<file path="config.mk">
export PLATFORM = sky130hd
export DESIGN_NAME = mvu_job_scheduler
export DESIGN_NICKNAME = d
export VERILOG_FILES = /design/src/rtl/mvu_job_scheduler.sv
export SDC_FILE = /design/constraint.sdc
export NUM_CORES = 1
export LEC_CHECK = 0
export BUFFER_PORTS_ARGS = -buffer_cell sky130_fd_sc_hd__clkbuf_2
export CAP_MARGIN = 20
export CORE_AREA = 4 4 315 317
export DETAILED_ROUTE_END_ITERATION = 16
export DIE_AREA = 0 0 319 321
export PLACE_DENSITY = 0.3
export SYNTH_ARGS = -nofsm -noshare
export SYNTH_HDL_FRONTEND = slang
export SYNTH_SLANG_ARGS = --single-unit
</file>
<file path="constraint.sdc">
create_clock -name clk -period 5.6 [get_ports clk]
set_input_delay 0.28 -clock clk [delete_from_list [all_inputs] [get_ports clk]]
set_output_delay 0.28 -clock clk [all_outputs]
set_load 0.03 [all_outputs]
</file>
<file path="src/rtl/mvu_job_scheduler.sv">
// Round-robin MVU job scheduler: serializes per-hart job requests onto one MVU.
// Optional `MVU_SCHED_DROP_CNT_EN adds a saturating dropped-start counter.
module mvu_job_scheduler #(
    parameter int NUM_HARTS = 8,
    localparam int HART_W = $clog2(NUM_HARTS)
) (
    input  logic                      clk,
    input  logic                      rst_n,
    input  logic [NUM_HARTS-1:0]      mvu_start,
    input  logic [2*NUM_HARTS-1:0]    csr_mvu_mul_mode,
    input  logic [29*NUM_HARTS-1:0]   csr_mvu_countdown,
    input  logic [6*NUM_HARTS-1:0]    csr_mvu_wprecision,
    input  logic [6*NUM_HARTS-1:0]    csr_mvu_iprecision,
    input  logic [6*NUM_HARTS-1:0]    csr_mvu_oprecision,
    input  logic [9*NUM_HARTS-1:0]    csr_mvu_wbaseaddr,
    input  logic [15*NUM_HARTS-1:0]   csr_mvu_ibaseaddr,
    input  logic [15*NUM_HARTS-1:0]   csr_mvu_obaseaddr,
`ifdef MVU_SCHED_DROP_CNT_EN
    output logic [15:0]               mvu_drop_cnt,
`endif
    output logic                      mvu_job_start,
    output logic [HART_W-1:0]         mvu_job_hart,
    output logic [1:0]                mvu_mul_mode,
    output logic [28:0]               mvu_countdown,
    output logic [5:0]                mvu_wprecision,
    output logic [5:0]                mvu_iprecision,
    output logic [5:0]                mvu_oprecision,
    output logic [8:0]                mvu_wbaseaddr,
    output logic [14:0]               mvu_ibaseaddr,
    output logic [14:0]               mvu_obaseaddr,
    output logic                      mvu_busy,
    output logic [NUM_HARTS-1:0]      mvu_irq
);

    typedef enum logic [1:0] {IDLE, RUN, DONE} state_t;

    state_t                state, state_n;
    logic [NUM_HARTS-1:0]  pending, pending_n, clr;
    logic [HART_W-1:0]     last_grant, winner, idx;
    logic                  found, grant;
    logic [28:0]           cnt;
    int                    w;

    // search starts one past the last grant and wraps naturally via HART_W bits
    always_comb begin
        winner = '0;
        found  = 1'b0;
        idx    = '0;
        for (int i = 0; i < NUM_HARTS; i++) begin
            idx = last_grant + HART_W'(i + 1);
            if (!found && pending[idx]) begin
                winner = idx;
                found  = 1'b1;
            end
        end
    end

    always_comb begin
        state_n = state;
        grant   = 1'b0;
        unique case (state)
            IDLE: if (found) begin
                grant   = 1'b1;
                state_n = RUN;
            end
            RUN: if (cnt == '0) state_n = DONE;
            DONE: begin
                grant   = found;
                state_n = found ? RUN : IDLE;
            end
            default: state_n = IDLE;
        endcase
    end

    assign w         = 32'(winner);
    assign clr       = grant ? (NUM_HARTS'(1) << winner) : '0;
    assign pending_n = (pending & ~clr) | mvu_start;
    assign mvu_busy  = (state != IDLE);

    always_ff @(posedge clk or negedge rst_n) begin
        if (!rst_n) begin
            state          <= IDLE;
            pending        <= '0;
            last_grant     <= HART_W'(NUM_HARTS - 1);
            cnt            <= '0;
            mvu_job_start  <= 1'b0;
            mvu_job_hart   <= '0;
            mvu_mul_mode   <= '0;
            mvu_countdown  <= '0;
            mvu_wprecision <= '0;
            mvu_iprecision <= '0;
            mvu_oprecision <= '0;
            mvu_wbaseaddr  <= '0;
            mvu_ibaseaddr  <= '0;
            mvu_obaseaddr  <= '0;
            mvu_irq        <= '0;
        end else begin
            state         <= state_n;
            pending       <= pending_n;
            mvu_job_start <= grant;
            // irq reads the old owner, so a same-edge regrant cannot retarget it
            mvu_irq <= (state == DONE) ? (NUM_HARTS'(1) << mvu_job_hart) : '0;
            if (grant) begin
                last_grant     <= winner;
                mvu_job_hart   <= winner;
                cnt            <= csr_mvu_countdown[w*29 +: 29];
                mvu_countdown  <= csr_mvu_countdown[w*29 +: 29];
                mvu_mul_mode   <= csr_mvu_mul_mode[w*2 +: 2];
                mvu_wprecision <= csr_mvu_wprecision[w*6 +: 6];
                mvu_iprecision <= csr_mvu_iprecision[w*6 +: 6];
                mvu_oprecision <= csr_mvu_oprecision[w*6 +: 6];
                mvu_wbaseaddr  <= csr_mvu_wbaseaddr[w*9 +: 9];
                mvu_ibaseaddr  <= csr_mvu_ibaseaddr[w*15 +: 15];
                mvu_obaseaddr  <= csr_mvu_obaseaddr[w*15 +: 15];
            end else if (state == RUN && cnt != '0) begin
                cnt <= cnt - 29'd1;
            end
        end
    end

`ifdef MVU_SCHED_DROP_CNT_EN
    logic [NUM_HARTS-1:0] drop;
    logic [HART_W:0]      ndrop;
    logic [16:0]          drop_sum;

    assign drop = mvu_start & pending & ~clr;

    always_comb begin
        ndrop = '0;
        for (int i = 0; i < NUM_HARTS; i++)
            ndrop = ndrop + (HART_W + 1)'(drop[i]);
    end

    assign drop_sum = {1'b0, mvu_drop_cnt} + 17'(ndrop);

    always_ff @(posedge clk or negedge rst_n) begin
        if (!rst_n) mvu_drop_cnt <= '0;
        else        mvu_drop_cnt <= drop_sum[16] ? 16'hFFFF : drop_sum[15:0];
    end
`endif

endmodule

</file>
==> results.yml <==
drt:
  drtIter0Drc: 1038
  via_count: 17300
  ant_nets: 0
  post_drt_wl_per_cell_um: 24.0
  wl_um: 94500
  drc_errors: 0
  drt_first_pass_iters: 5
  detail_route.vias_per_cell: 4.40
logic_synthesis:
  syn_inst: 1904
  synth_nets: 2621
  synthFlopType: "dfrtp_1"
  async_flop_share_pct: 100
  synth_edf_count: 0
  synth_cell_types: 72
  avgSynthCellArea_um2: 6.80
  synth_area_um2: 12900
  synth-seq-cells: 142
  yosysWarnings: 0
  ys_seq_area_share_pct: 27.5
power_and_ir_drop:
  p_per_area_nw_per_um2: 159
  power.leakage_nw: 9.55
  power_mw: 3.07
  ir_drop_mv: 0.223
place:
  preCtsSetupSlack_ns: 0.401
  routabilityCongestion: 0.916
  place.port_buffers: 814
  dp_hpwl_um: 76800
timing:
  setup_viol_count_final: 0
  rsz0062_at_grt: "no"
  fmax_ghz: 0.191
  period_share_pct: 93.5
  finClkSkew_ns: 0.0209
  period_needed_ns: 5.24
  finalSetupTns_ns: 0
  maxSlewHeadroom_pct: 38.9
  layout_setup_ws_ns: 0.365
  tightest_slew_ns: 0.916
  final-hold-violation-count: 0
  finalMaxSlewViolations: 0
  hold_slack_ns: 0.0312
critical_path:
  cp_data_required_time_ns: 5.99
  rrSetupSlack_ns: 0.36
  critPathMaxStageDelay_ns: 0.74
  cp-end-kind: "register"
  critPathArrivalTime_ns: 5.63
  cp-start-kind: "register"
  path_cells: "inv_1 > ha_1 > mux4_2 > mux2i_1 > a221oi_1 > a211oi_1 > buf_4 > o2bb2ai_4 > nand2_4 > buf_4 > mux2_1 > a2111oi_2 > o21ai_1 > o21a_1"
  cp_max_fo: 19
  rr_startpoint: "last_grant[0]"
  r2r-end: "cnt[11]"
  worst_path_max_delay_cell: "dfstp_2"
  critPathKind: "register to register"
  reg2regPathDepth: 14
  cpMostUsedCell: "buf_4"
clock_tree:
  clkLatencyLatePin_ns: 0.49
  cts_sinks: 142
  cts_htree_levels: 4
  cts_setup_buffers: 0
  cts_buffer_depth: 2
  cts-root-buf: "clkbuf_16"
  numCtsBuffers: 17
  clk_pin_slew_ns: 0.09
  cts_tree: "built"
finish:
  area_growth_syn_to_layout_pct: 48.9
  drive_above_1_share_pct: 37.1
  nets: 3346
  utilization_pct: 20.0
floorplanning:
  io_pins: 815
  initial_core_util_pct: 13.4
  die_height_um: 321
  rows: 114
  core_um2: 96300
  die-area_um2: 102000
  die_x_um: 319
job:
  maxCapViolations: 0
min_path:
  hold_path.class: "primary input to register"
  min-delay-start: "mvu_start[1]"
  min_delay_path_depth: 2
  min_to: "pending[1]"
global_routing:
  first_global_vias: 18300
  grt_overflow: 0
  grt_start_max_net_pins: 166
  track_usage_pct: 17.8
  grt_pass1_wl_um: 134000
  grt_antenna_before_repair: 31
status:
  status: "finished clean"
where the power goes:
| group | leakage (nW) | switching (mW) | total (mW) | internal (mW) |
|---|---|---|---|---|
| registers | 1.65 | 0.0862 | 1.19 | 1.10 |
| clock network | 0.288 | 0.616 | 1.21 | 0.599 |
| logic | 7.61 | 0.360 | 0.673 | 0.313 |
worst max-delay path by stage:
stage	from	endpoint	slack (ns)	cells past startpoint
floorplan	last_grant[0]	mvu_iprecision[0]	1.14	18
global placement	last_grant[0]	cnt[11]	0.40	14
detailed placement	last_grant[0]	cnt[11]	0.40	14
CTS	last_grant[0]	cnt[11]	0.42	14
global route	last_grant[0]	cnt[15]	0.20	14
finish	last_grant[0]	cnt[11]	0.36	14
cell usage in the layout (no fill, tap or decap), types with 14 or more instances in the layout:
cell / n
nand3_1: 196
dfrtp_1: 139
o21ai_1: 39
a311oi_1: 70
o21ai_0: 115
mux2_2: 17
a21oi_1: 53
mux2i_1: 21
nand2_1: 710
a31oi_1: 71
buf_12: 16
clkbuf_2: 813
and3_1: 73
buf_4: 37
clkbuf_16: 17
o21a_1: 19
diode_2: 14
nor2_1: 36
cells by family after synthesis:
kind of cell               after synthesis  synth area share, %
buffers and inverters                  178                 5.94
DFF                                    142                 27.5
muxes                                   56                 5.74
and+or+nand+nor                       1081                 36.2
adders and majority gates                3                0.290
xor gates and xnor gates                13                0.880
AOI/OAI and AO/OA                      431                 23.4
synthesized netlist by cell type, drive strengths merged (17+ instances only):
| master | number | area, um^2 |
|---|---|---|
| o21a | 19 | 143 |
| a311oi | 70 | 613 |
| nand2 | 712 | 2680 |
| nand3 | 196 | 981 |
| a31oi | 71 | 444 |
| mux2 | 23 | 263 |
| mux2i | 21 | 210 |
| and3 | 73 | 457 |
| clkbuf | 103 | 387 |
| nor2 | 38 | 143 |
| dfrtp | 139 | 3480 |
| a2111oi | 17 | 343 |
| buf | 65 | 345 |
| a21oi | 60 | 327 |
| o21ai | 154 | 771 |
critical path: cells and delay by family, from the launching register on:
kind            cells  cell delay (ns)
compound gates      6             1.60
fa+ha+maj           1             0.63
buf+inv             3             0.59
flops               1             0.74
mux                 3             1.26
simple gates        1             0.30
layout make-up:
type                       instances  area [um^2]
tap                             1276         1600
timing repair buffer             874         4750
inverter                          10         37.5
clock inverter                    15          166
fill                           11100        77000
multi-input combinational       1584         8710
sequential                       142         3560
antenna                           14         35.0
clock buffer                      17          425
state kept, by name (all words and copies together), names as in the netlist, 8 cells and up:
| register | count |
|---|---|
| cnt | 29 |
| mvu_countdown | 29 |
| mvu_ibaseaddr | 15 |
| mvu_obaseaddr | 15 |
| mvu_wbaseaddr | 9 |
| mvu_irq | 8 |
| pending | 8 |
per-stage QoR:
stage | cell area, um^2 | instances
final | 19300 | 3932
after detailed placement | 18600 | 3879
after global placement | 18600 | 3879
after floorplan | 12900 | 1904
after CTS | 19200 | 3918
after global routing | 19200 | 3920
repair_timing:
item / CTS / global route
hold buffers: 7 / 0
resized for setup: 0 / 0
hold endpoints to repair: 86 / 0
metal layers:
layer	global-route usage, %	share of wire, %	wire, um
met1	21.0	41	38400
met4	3.86	1.8	1690
met5	0	0.12	115
met3	5.71	7.9	7510
met2	31.5	50	46800
Power figures use the tool's default switching activity.
